<file path="config.mk">
export PLATFORM = sky130hd
export DESIGN_NAME = seq_divider
export DESIGN_NICKNAME = d
export VERILOG_FILES = /design/src/rtl/seq_divider.sv
export SDC_FILE = /design/constraint.sdc
export NUM_CORES = 1
export LEC_CHECK = 0
export ABC_AREA = 1
export CAP_MARGIN = 15
export CELL_PAD_IN_SITES_DETAIL_PLACEMENT = 2
export CELL_PAD_IN_SITES_GLOBAL_PLACEMENT = 2
export CORE_MARGIN = 1
export CORE_UTILIZATION = 32
export DETAILED_ROUTE_END_ITERATION = 10
export GPL_ROUTABILITY_DRIVEN = 0
export PLACE_DENSITY = 0.87
export SLEW_MARGIN = 10
export SYNTH_ARGS = -nofsm -noshare
export SYNTH_HDL_FRONTEND = slang
export SYNTH_SLANG_ARGS = --single-unit
</file>
<file path="constraint.sdc">
create_clock -name clk -period 4 [get_ports clk]
set_input_delay 0.4 -clock clk [delete_from_list [all_inputs] [get_ports clk]]
set_output_delay 0.4 -clock clk [all_outputs]
set_load 0.1 [all_outputs]
</file>
<file path="src/rtl/seq_divider.sv">
// Signed radix-2 restoring divider: one quotient bit per clock, truncating toward zero.
// Undoes a prior shift-add multiply by a signed sine-table value on the normalisation path.
module seq_divider #(
    parameter int DW = 40,
    parameter int NS = 14
) (
    input  logic                 clk,
    input  logic                 rst,
    input  logic                 start,
    input  logic signed [DW-1:0] dividend,
    input  logic signed [NS-1:0] divisor,
    output logic signed [DW-1:0] quotient,
    output logic signed [NS-1:0] remainder,
    output logic                 busy,
    output logic                 done,
    output logic                 div_zero
);

    localparam logic [1:0] IDLE = 2'd0;
    localparam logic [1:0] CALC = 2'd1;
    localparam logic [1:0] FIX  = 2'd2;

    localparam int CW = (DW > 1) ? $clog2(DW) : 1;
    localparam logic [CW-1:0] LAST = CW'(DW - 1);

    logic [1:0]    state;
    logic          sd;
    logic          sv;
    logic          dz;
    logic [CW-1:0] cnt;
    // q_sh starts as |dividend| and is shifted out MSB-first while quotient bits enter at the LSB
    logic [DW-1:0] q_sh;
    logic [NS-1:0] dvs_mag;
    logic [NS:0]   prem;
    logic [NS:0]   shifted;
    logic [NS+1:0] trial;

    function automatic logic [DW-1:0] mag_dw(input logic [DW-1:0] v);
        return v[DW-1] ? (~v + DW'(1)) : v;
    endfunction

    // |divisor| of -2^(NS-1) lands in the top bit, which acts as the guard bit
    function automatic logic [NS-1:0] mag_ns(input logic [NS-1:0] v);
        return v[NS-1] ? (~v + NS'(1)) : v;
    endfunction

    function automatic logic [DW-1:0] sat_quot(input logic neg);
        return neg ? {1'b1, {(DW-1){1'b0}}} : {1'b0, {(DW-1){1'b1}}};
    endfunction

    always_comb begin
        shifted = {prem[NS-1:0], q_sh[DW-1]};
        trial   = {1'b0, shifted} - {2'b00, dvs_mag};
    end

    assign busy = (state != IDLE);

    always_ff @(posedge clk) begin
        if (rst) begin
            state     <= IDLE;
            sd        <= 1'b0;
            sv        <= 1'b0;
            dz        <= 1'b0;
            cnt       <= '0;
            quotient  <= '0;
            remainder <= '0;
            done      <= 1'b0;
            div_zero  <= 1'b0;
        end else begin
            done <= 1'b0;
            case (state)
                IDLE: begin
                    if (start) begin
                        sd      <= dividend[DW-1];
                        sv      <= divisor[NS-1];
                        dz      <= (divisor == '0);
                        q_sh    <= mag_dw(dividend);
                        dvs_mag <= mag_ns(divisor);
                        prem    <= '0;
                        cnt     <= '0;
                        state   <= CALC;
                    end
                end
                CALC: begin
                    // A zero divisor skips the iterations and spends one slot here, so done lands two edges after start
                    if (dz) begin
                        state <= FIX;
                    end else begin
                        q_sh <= {q_sh[DW-2:0], ~trial[NS+1]};
                        prem <= trial[NS+1] ? shifted : trial[NS:0];
                        cnt  <= cnt + 1'b1;
                        if (cnt == LAST) state <= FIX;
                    end
                end
                FIX: begin
                    done     <= 1'b1;
                    div_zero <= dz;
                    state    <= IDLE;
                    if (dz) begin
                        quotient  <= sat_quot(sd);
                        remainder <= '0;
                    end else begin
                        quotient  <= (sd ^ sv) ? -q_sh : q_sh;
                        remainder <= sd ? -prem[NS-1:0] : prem[NS-1:0];
                    end
                end
                default: state <= IDLE;
            endcase
        end
    end

endmodule

</file>
==> results.txt, run 1 <==
status -> finished clean
CP required -> 4.29 ns
overall die height -> 168.0 um
number of warnings printed during yosys synthesis -> 0
Metal-1 WL -> 15120 um
cts bufs inserted -> 17
clock latency on the worst-skew pair -> 0.44 ns
fraction of registers with async set/reset -> 0%
worst hold stages -> 2
power density over the cells -> 449.6 nW/um2
Max Slew Vio Count -> 0
H-tree depth -> 4
CP arrival -> 2.85 ns
met3 wire len -> 1384 um
I/O pin count -> 114
Post-route DRC -> 0
number of gates given a new drive strength after cts -> 0
Post-synth EDFFs -> 68
topmost layer with routed signal wires -> met4
Net count, final -> 1404
crit path launch type -> flip-flop
sequential fraction of the synthesis area -> 38.37%
number of endpoints failing setup at the final stage -> 0
Final WS setup -> 1.438 ns
wire length of the first global-routing pass -> 56610 um
Hold Fails Final Rpt -> 0
Max Fanout on Critical Path -> 13
Main synth FF type -> edfxtp_1
netlist area before placement -> 8817 um2
sum of met2 wire segment lengths after detailed routing -> 17740 um
total number of vias -> 9166
maximum number of pins on one net before global-route repair -> 58
type of the most critical hold path -> input pin to flip-flop
average routed wire per standard cell -> 20.97 um
Setup TNS Final -> 0 ns
share of post-route cells with drive strength above 1 -> 7.537%
worst max-slew margin expressed relative to the limit -> 26.30%
total routed wirelength -> 35270 um
synthesized area divided by synthesized cell count -> 7.157 um2
placeable core region -> 27030 um2
crit path kind -> flip-flop to flip-flop
I/O Buffers -> 113
max-cap violations -> 0
cells after synthesis -> 1232
Iter 0 DRT Violations -> 599
chip width -> 168.0 um
setup slack after placement -> 1.375 ns
total clock sinks -> 135
fraction of the cycle the final worst path needs -> 64.06%
Avg Vias per Cell -> 5.449
setup bufs post-CTS -> 0
Bufs on Longest Clock Path -> 2
antenna violations before repair -> 0
final critical-path required period -> 2.562 ns
P_leak -> 4.401 nW
clock tree skew after final layout -> 0.01070 ns
TritonCTS clock tree -> done
Syn Nets -> 1309
RSZ-0062 raised after global routing -> false
sum of overflow across all layers after global routing -> 0
filler cell count -> 3134
clock transition at the registers of the reported paths -> 0.07 ns
via count of the first global-routing pass -> 10190
layout-stage area growth over the synthesis result -> 23.27%
depth of the most critical reg-to-reg path -> 7
die outline area -> 28220 um2
flops & latches, synth -> 135
Worst Max-Slew Pin Slew -> 1.102 ns
endpoint class of the critical path -> flip-flop
Detail Placement HPWL -> 25510 um
effective utilization at floorplan -> 32.62%
Clock Tree Root -> clkbuf_16
achievable clock frequency -> 390.3 MHz
number of optimization iterations in the first detailed-route pass -> 5
unique cell type count in the Yosys netlist -> 49
count of nets left with antenna violations after detail routing -> 0
Cell Rows -> 60
aggregate global-route resource usage -> 25.80%
hold buffer count at CTS -> 0
worst-case vdd ir drop -> 0.3412 mV
==> report_power, final <==
part | switching (mW) | leakage [nW] | total (mW) | internal [mW]
sequential | 0.137 | 1.19 | 1.76 | 1.62
combinational | 1.04 | 2.91 | 1.45 | 0.409
clock | 0.695 | 0.306 | 1.68 | 0.985
total | 1.87 | 4.40 | 4.89 | 3.01
==> metal layers <==
| metal | up-vias | global-route usage, % |
|---|---|---|
| li1 | 4304 | - |
| met1 | 4559 | 31.51 |
| met2 | 234 | 45.82 |
| met3 | 69 | 3.432 |
| met4 | 0 | 10.17 |
| met5 | - | 0 |
==> sequential cells by signal (all words and copies together) (netlist names) <==
name,flops
cnt,6
div_zero,1
done,1
dvs_mag,14
dz,1
prem,14
q_sh,40
quotient,40
remainder,14
sd,1
state,2
sv,1
==> stage by stage <==
step	area [um2]	util [%]	power (mW)	std cells	hold slack [ns]
floorplan	8817	-	2.730	1232	0.4580
global placement	10240	37.88	3.097	1649	0.4520
detailed placement	10240	37.88	3.182	1649	0.4596
CTS	10860	40.20	4.910	1681	0.3961
global route	10870	40.21	5.100	1681	0.4454
finish	10870	40.22	4.887	1682	0.4066
==> worst max-delay path: stages, from the launching register on <==
cell and delay [ns]:
edfxtp_1 0.52, ha_1 0.46, nand2_1 0.13, o21ai_0 0.46, a21oi_2 0.18, a21oi_4 0.44, nand2_1 0.11, nand2_1 0.11
==> synth_stat cells (3+ instances only) <==
cell type,number,area (um2)
nor3b_1,3,22.52
nand3b_1,13,97.59
o21ai_2,4,35.03
nand4_1,24,150.1
o21ai_0,28,140.1
inv_1,110,412.9
a21o_1,4,30.03
a21oi_1,117,585.6
buf_2,9,45.04
o211ai_1,5,37.54
nand2_2,8,50.05
nor2_4,3,33.78
buf_1,6,22.52
nor3_1,15,75.07
nor2_2,7,43.79
a21boi_1,10,75.07
o21ai_1,41,205.2
xnor2_1,13,113.9
ha_1,19,237.7
o31ai_1,3,22.52
clkbuf_1,26,97.59
a21oi_2,3,26.28
nor2_1,106,397.9
edfxtp_1,68,2042
nor3_2,4,40.04
and3_1,3,18.77
nand2_1,301,1130
inv_2,18,67.56
nor4_1,3,18.77
nand3_1,126,630.6
buf_6,3,33.78
dfxtp_1,67,1341
xor2_1,32,280.3
clkinv_1,4,15.01
nand2_4,5,56.30
a31oi_1,4,25.02
==> kinds of logic (layout without fill, tap and decap cells) <==
group,after synthesis,after routing,synth area share [%]
AO/OA/AOI/OAI,227,227,14.18
XOR/XNOR,45,45,4.470
adder cells (fa/ha/maj),20,20,2.923
buffers and inverters,177,285,7.961
flip-flops,135,135,38.37
other,0,1,0
AND/OR/NAND/NOR,628,628,32.10
==> cell type report <==
type | instances | area, um2 | share of cell area [%]
inverters | 132 | 495.5 | 4.559
clock inverters | 12 | 125.1 | 1.151
well taps | 341 | 426.7 | 3.925
clock buffers | 20 | 500.5 | 4.605
repair buffers | 121 | 1186 | 10.91
flip-flops and latches | 135 | 3383 | 31.13
multi-input cells | 920 | 4750 | 43.70
diodes | 1 | 2.502 | 0.02302
==> path summary, 6_finish.rpt <==
path | startpoint | to | slack (ns)
setup / recovery | prem[9] | prem[0] | 1.44
hold / removal | rst | quotient[4] | 0.41
hold reg to reg | remainder[8] | remainder[8] | 0.47
setup reg to reg | prem[9] | prem[0] | 1.44
==> cell usage in the layout (no fill, tap or decap), types with 19 or more instances in the layout <==
cell type        Yosys  final
inv_1              110    110
o21ai_1             41     41
clkbuf_16            0     20
nor2_1             106    104
dfxtp_1             67     67
nand2_1            301    300
xor2_1              32     32
nand3_1            126    126
clkdlybuf4s50_1      0    112
o21ai_0             28     28
a21oi_1            117    117
nand4_1             24     24
edfxtp_1            68     68
ha_1                19     19
Power figures use the tool's default switching activity.
==> run 2: changes to the inputs <==
Settings changed: CORE_UTILIZATION 32 to 29, PLACE_DENSITY 0.87 to 0.84.
Clock period 4 ns to 2.35 ns, I/O delays scaled along.
==> run 2 against run 1 <==
  * Sequential power rose by 69%
  * Worst setup slack worse by 1.3 ns
  * Largest power group unchanged
  * Power grew 64%
  * Clock-buffer cell count is 2 higher
  * Critical endpoint is now prem[10]
  * First-iteration DRC count fell by 16%
  * Largest cell class unchanged
==> results.txt, run 2 (synthesis gave the netlist of run 1 again) <==
CP cell instances -> inv_1 > ha_1 > fa_2 > nand3b_1 > nand2_1 > a21oi_1 > o21ai_1 > xor2_1 > nand2_1 > nand2_1
NetSw -> 3.030 mW (+62%)
I/O pin count -> 114 (unchanged)
RSZ-0062 raised after global routing -> false
share of post-route cells with drive strength above 1 -> 13.20% (+5.7 points)
Net count, final -> 1429 (+1.8%)
CP required -> 2.54 ns (-1.75 ns)
Clock Tree Root -> clkbuf_16
Avg Vias per Cell -> 5.150 (-5.5%)
Max Fanout on Critical Path -> 4 (-9)
worst-case vdd ir drop -> 0.4821 mV (+41%)
filler cell count -> 3527 (+13%)
Bufs on Longest Clock Path -> 2 (unchanged)
via count of the first global-routing pass -> 9752 (-4.3%)
H-tree depth -> 4 (unchanged)
worst-case register-to-register setup slack -> 0.12 ns (-1.32 ns)
TritonCTS clock tree -> done
aggregate global-route resource usage -> 22.10% (-3.7 points)
biggest regs -> q_sh: 40 flops, quotient: 40 flops
worst-path cell with the longest stage delay -> fa_2
total routed wirelength -> 33570 um (-4.8%)
clock tree skew after final layout -> 0.01224 ns (+0.001545 ns)
power density over the cells -> 733.1 nW/um2 (+63%)
number of endpoints failing setup at the final stage -> 0 (unchanged)
Cell Rows -> 63 (+5.0%)
crit path launch type -> flip-flop
maximum number of pins on one net before global-route repair -> 55 (-5.2%)
number of optimization iterations in the first detailed-route pass -> 5 (unchanged)
crit path kind -> flip-flop to flip-flop
layout-stage area growth over the synthesis result -> 24.05%
placeable core region -> 29800 um2 (+10%)
Post-route DRC -> 0 (unchanged)
setup bufs post-CTS -> 0 (unchanged)
sum of overflow across all layers after global routing -> 0 (unchanged)
type of the most critical hold path -> input pin to flip-flop
Setup TNS Final -> 0 ns (unchanged)
clock latency on the worst-skew pair -> 0.43 ns (about the same)
final critical-path required period -> 2.228 ns (-0.3339 ns)
most frequent cells in the layout -> nand2_1, nand3_1, a21oi_1
P_leak -> 4.612 nW (+4.8%)
clock transition at the registers of the reported paths -> 0.06 ns (about the same)
overall die height -> 176.4 um (+5.0%)
average routed wire per standard cell -> 19.14 um (-8.7%)
endpoint class of the critical path -> flip-flop
register share of total power -> 37.0% (+1.1 points)
effective utilization at floorplan -> 29.59% (-3.0 points)
library cell appearing most often on the critical path -> nand2_1
P_int -> 4.988 mW (+66%)
Detail Placement HPWL -> 26150 um (+2.5%)
hold buffer count at CTS -> 0 (unchanged)
fraction of the cycle the final worst path needs -> 94.83% (+31 points)
worst hold stages -> 2 (unchanged)
chip width -> 176.4 um (+5.0%)
cts bufs inserted -> 17 (unchanged)
Max Slew Vio Count -> 0 (unchanged)
I/O Buffers -> 113 (unchanged)
achievable clock frequency -> 448.8 MHz (+15%)
final standard cell utilization of the core -> 36.71% (-3.5 points)
sw frac -> 37.79% (-0.56 points)
power share of the combinational group -> 31.3% (+1.6 points)
Worst Max-Slew Pin Slew -> 0.7514 ns (-0.3507 ns)
antenna fix cells -> 0 (-1)
wire length of the first global-routing pass -> 53600 um (-5.3%)
total clock sinks -> 135 (unchanged)
antenna violations before repair -> 0 (unchanged)
CP arrival -> 2.42 ns (-0.43 ns)
total number of vias -> 9033 (-1.5%)
Iter 0 DRT Violations -> 501 (-16%)
Hold Fails Final Rpt -> 0 (unchanged)
slowest stage delay, CP -> 0.40 ns (-0.12 ns)
depth of the most critical reg-to-reg path -> 10 (+3)
count of nets left with antenna violations after detail routing -> 0 (unchanged)
commonest non-fill, non-tap cell in the layout -> nand2_1
worst max-slew margin expressed relative to the limit -> 49.83% (+24 points)
die outline area -> 31100 um2 (+10%)
part of the power in the clock network -> 31.7% (-2.7 points)
max-cap violations -> 0 (unchanged)
status -> finished clean
run 2: metal layers:
metal / vias up / track usage, % / wire length (um)
met2: 135 / 39.67 / 17130
met1: 4521 / 27.75 / 15190
met4: 0 / 5.747 / 427
met3: 23 / 2.713 / 821
li1: 4354 / - / -
met5: - / 0 / 0
run 2: repair_timing:
action,in CTS,in global routing
gates resized for setup,1,2
endpoints found under the setup margin,1,14
hold endpoints to repair,0,0
run 2: worst max-delay path: cells and delay by family, from the launching register on:
| family | cells | cell delay (ns) |
|---|---|---|
| AOI/OAI and AO/OA | 2 | 0.30 |
| xor gates and xnor gates | 1 | 0.09 |
| adders and majority gates | 2 | 0.67 |
| buffers and inverters | 1 | 0.08 |
| DFF | 1 | 0.38 |
| and+or+nand+nor | 4 | 0.45 |
run 2: worst paths after layout:
kind | from | end
worst max-delay path | q_sh[39] | prem[10]
worst min-delay path | rst | quotient[4]
worst max register to register | q_sh[39] | prem[10]
worst min register to register | remainder[9] | remainder[9]
run 2: cell type report:
cell class                      count  area (um2)  area share [%]
Multi-Input combinational cell    920        4753           43.46
Sequential cell                   135        3383           30.93
Timing Repair Buffer              146        1281           11.71
Inverter                          132       495.5           4.530
Tap cell                          390       488.0           4.461
Clock buffer                       22       457.9           4.187
Clock inverter                      9       78.83          0.7207
run 2: power groups by stage:
| stage | sequential, mW | clock [mW] | combinational (mW) |
|---|---|---|---|
| 4_1_cts | 2.97 | 2.59 | 2.52 |
| 5_1_grt | 2.99 | 2.69 | 2.73 |
| 3_5_place_dp | 3.01 | 0 | 2.48 |
| 3_3_place_gp | 2.99 | 0 | 2.37 |
| 6_report | 2.97 | 2.54 | 2.51 |
| 2_1_floorplan | 3.34 | 0 | 1.31 |
run 2: metrics by stage:
stage	cells	total power [mW]	cell area, um2	setup slack, ns	hold slack (ns)
finish	1754	8.018	10940	0.1216	0.2505
global route	1754	8.407	10940	0.01534	0.2710
CTS	1754	8.076	10930	0.04492	0.2354
detailed placement	1723	5.493	10400	-0.1160	0.4666
global placement	1723	5.359	10400	0.04359	0.4534
floorplan	1232	4.645	8825	0.3512	0.3339
==> run 3: changes to the inputs <==
==> constraint.sdc (replaced) <==
create_clock -name clk -period 2.35 [get_ports clk]
set_input_delay 0.235 -clock clk [delete_from_list [all_inputs] [get_ports clk]]
set_output_delay 0.235 -clock clk [all_outputs]
set_load 0.005 [all_outputs]
==> run 3 against run 2 <==
  * Clock power increased by 11%
  * Largest power group unchanged
  * Sequential share of layout area decreased by 0.67 points
  * Highest routed layer unchanged
  * Critical path type unchanged
  * Largest cell class unchanged
  * Maximum frequency decreased by 0.25%
  * Via count increased by 0.33%
  * Wire length increased by 1.3%
==> results.txt, run 3 (synthesis gave the netlist of run 1 again) <==
die outline area -> 31100 um2 (unchanged)
NetSw -> 2.684 mW (-11%)
endpoint class of the critical path -> flip-flop
Setup TNS Final -> 0 ns (unchanged)
commonest non-fill, non-tap cell in the layout -> nand2_1
worst-case register-to-register setup slack -> 0.12 ns (about the same)
RSZ-0062 raised after global routing -> false
final critical-path required period -> 2.234 ns (+0.005507 ns)
biggest regs -> q_sh: 40 flops, quotient: 40 flops
Hold Fails Final Rpt -> 0 (unchanged)
Cell Rows -> 63 (unchanged)
crit path kind -> flip-flop to flip-flop
total routed wirelength -> 34020 um (+1.3%)
clock transition at the registers of the reported paths -> 0.06 ns (about the same)
sum of overflow across all layers after global routing -> 0 (unchanged)
worst max-slew margin expressed relative to the limit -> 51.33% (+1.5 points)
layout-stage area growth over the synthesis result -> 26.79%
type of the most critical hold path -> input pin to flip-flop
power share of the combinational group -> 26.8% (-4.5 points)
Design Power -> 7.922 mW (-1.2%)
count of nets left with antenna violations after detail routing -> 0 (unchanged)
number of optimization iterations in the first detailed-route pass -> 4 (-1)
I/O Buffers -> 113 (unchanged)
wire length of the first global-routing pass -> 53920 um (+0.59%)
register share of total power -> 37.4% (+0.4 points)
CP required -> 2.53 ns (about the same)
Worst Hold Path EP -> quotient[6]
Clock Tree Root -> clkbuf_16
depth of the most critical reg-to-reg path -> 13 (+3)
status -> finished clean
Iter 0 DRT Violations -> 442 (-12%)
average routed wire per standard cell -> 19.38 um (+1.3%)
Max Fanout on Critical Path -> 10 (+6)
overall die height -> 176.4 um (unchanged)
max-cap violations -> 0 (unchanged)
Bufs on Longest Clock Path -> 2 (unchanged)
I/O pin count -> 114 (unchanged)
CP arrival -> 2.42 ns (about the same)
critical register-to-register path endpoint -> prem[3]
clock tree skew after final layout -> 0.01279 ns (+0.0005506 ns)
P_leak -> 4.543 nW (-1.5%)
worst hold stages -> 2 (unchanged)
hold path startpoint -> rst
share of post-route cells with drive strength above 1 -> 9.377% (-3.8 points)
number of endpoints failing setup at the final stage -> 0 (unchanged)
power density over the cells -> 708.6 nW/um2 (-3.3%)
antenna fix cells -> 0 (unchanged)
TritonCTS clock tree -> done
Post-route DRC -> 0 (unchanged)
maximum number of pins on one net before global-route repair -> 55 (unchanged)
sw frac -> 33.88% (-3.9 points)
part of the power in the clock network -> 35.8% (+4.1 points)
Net count, final -> 1429 (unchanged)
total clock sinks -> 135 (unchanged)
filler cell count -> 3520 (-0.20%)
aggregate global-route resource usage -> 22.29% (+0.19 points)
cts bufs inserted -> 17 (unchanged)
final instance area -> 11180 um2 (+2.2%)
chip width -> 176.4 um (unchanged)
achievable clock frequency -> 447.6 MHz (-0.25%)
fraction of the cycle the final worst path needs -> 95.06% (+0.23 points)
area of placed instances -> 10510 um2 (+1.1%)
Max Slew Vio Count -> 0 (unchanged)
hold buffer count at CTS -> 0 (unchanged)
effective utilization at floorplan -> 29.59% (unchanged)
placeable core region -> 29800 um2 (unchanged)
worst-case vdd ir drop -> 0.5605 mV (+16%)
antenna violations before repair -> 0 (unchanged)
H-tree depth -> 4 (unchanged)
P_int -> 5.238 mW (+5.0%)
R2R Path Start -> prem[1]
number of cells in the finished layout apart from fillers -> 1755 (+0.057%)
total number of vias -> 9063 (+0.33%)
crit path launch type -> flip-flop
via count of the first global-routing pass -> 9854 (+1.0%)
most frequent cells in the layout -> nand2_1, nand3_1, a21oi_1
Detail Placement HPWL -> 25590 um (-2.1%)
DP Cell Count -> 1721 (-0.12%)
Worst Max-Slew Pin Slew -> 0.7291 ns (-0.02234 ns)
Avg Vias per Cell -> 5.164 (+0.27%)
clock latency on the worst-skew pair -> 0.44 ns (about the same)
[run 3: cell types whose count changed in the layout (fill, tap and decap cells not counted), moves of 2 or more]
cell,change
clkbuf_8,+2
clkdlybuf4s50_1,+57
buf_4,-57
clkbuf_1,-3
[run 3: power groups by stage]
stage,logic [mW],registers [mW],clock network [mW]
floorplan,1.28,2.93,0
global placement,1.93,2.99,0
detailed placement,2.05,3.01,0
CTS,2.10,2.96,2.89
global route,2.35,2.99,2.96
finish,2.12,2.97,2.83
[run 3: metal layers]
metal	up-vias	wire length, um	track usage (%)
met5	-	0	0
met4	0	606	7.184
met3	36	730	2.584
met2	147	17190	39.42
met1	4529	15500	28.07
li1	4351	-	-
[run 3: how the worst max path moves through the flow]
stage | cells after the start | from | endpoint
floorplan | 10 | q_sh[39] | prem[10]
global placement | 9 | divisor[0] | dvs_mag[12]
detailed placement | 9 | divisor[0] | dvs_mag[12]
CTS | 10 | q_sh[39] | prem[10]
global route | 13 | dvs_mag[2] | prem[7]
finish | 13 | prem[1] | prem[3]
[run 3: final cells by class]
class	count	area, um2	share of cell area [%]
multi-input cells	920	4781	42.76
flip-flops and latches	135	3383	30.26
repair buffers	146	1424	12.74
inverters	132	495.5	4.432
clock buffers	21	491.7	4.398
well taps	390	488.0	4.365
clock inverters	11	116.4	1.041
[run 3: what timing repair did]
item	in CTS	in global routing
endpoints found under the setup margin	0	15
setup buffers	0	2
gates resized for setup	0	6
[run 3: worst max-delay path, stage by stage, from the launching register on]
cell and delay (ns):
edfxtp_1 0.47, ha_4 0.34, nand2_1 0.11, o21ai_4 0.22
nand2_2 0.10, nand2_4 0.12, nand2_4 0.06, nand2_4 0.07
nand2_4 0.07, nand2_4 0.09, nor2_8 0.05, buf_12 0.16
nand2_1 0.08, nand2_1 0.07
[run 3: stage by stage]
step / hold WS, ns / setup slack, ns / utilization, %
after floorplan: 0.3339 / 0.3512 / -
after global placement: 0.4518 / 0.05144 / 35.27
after detailed placement: 0.4617 / -0.1476 / 35.27
after CTS: 0.2176 / 0.004690 / 37.31
after global routing: 0.2463 / 0.009365 / 37.52
final: 0.2290 / 0.1161 / 37.52
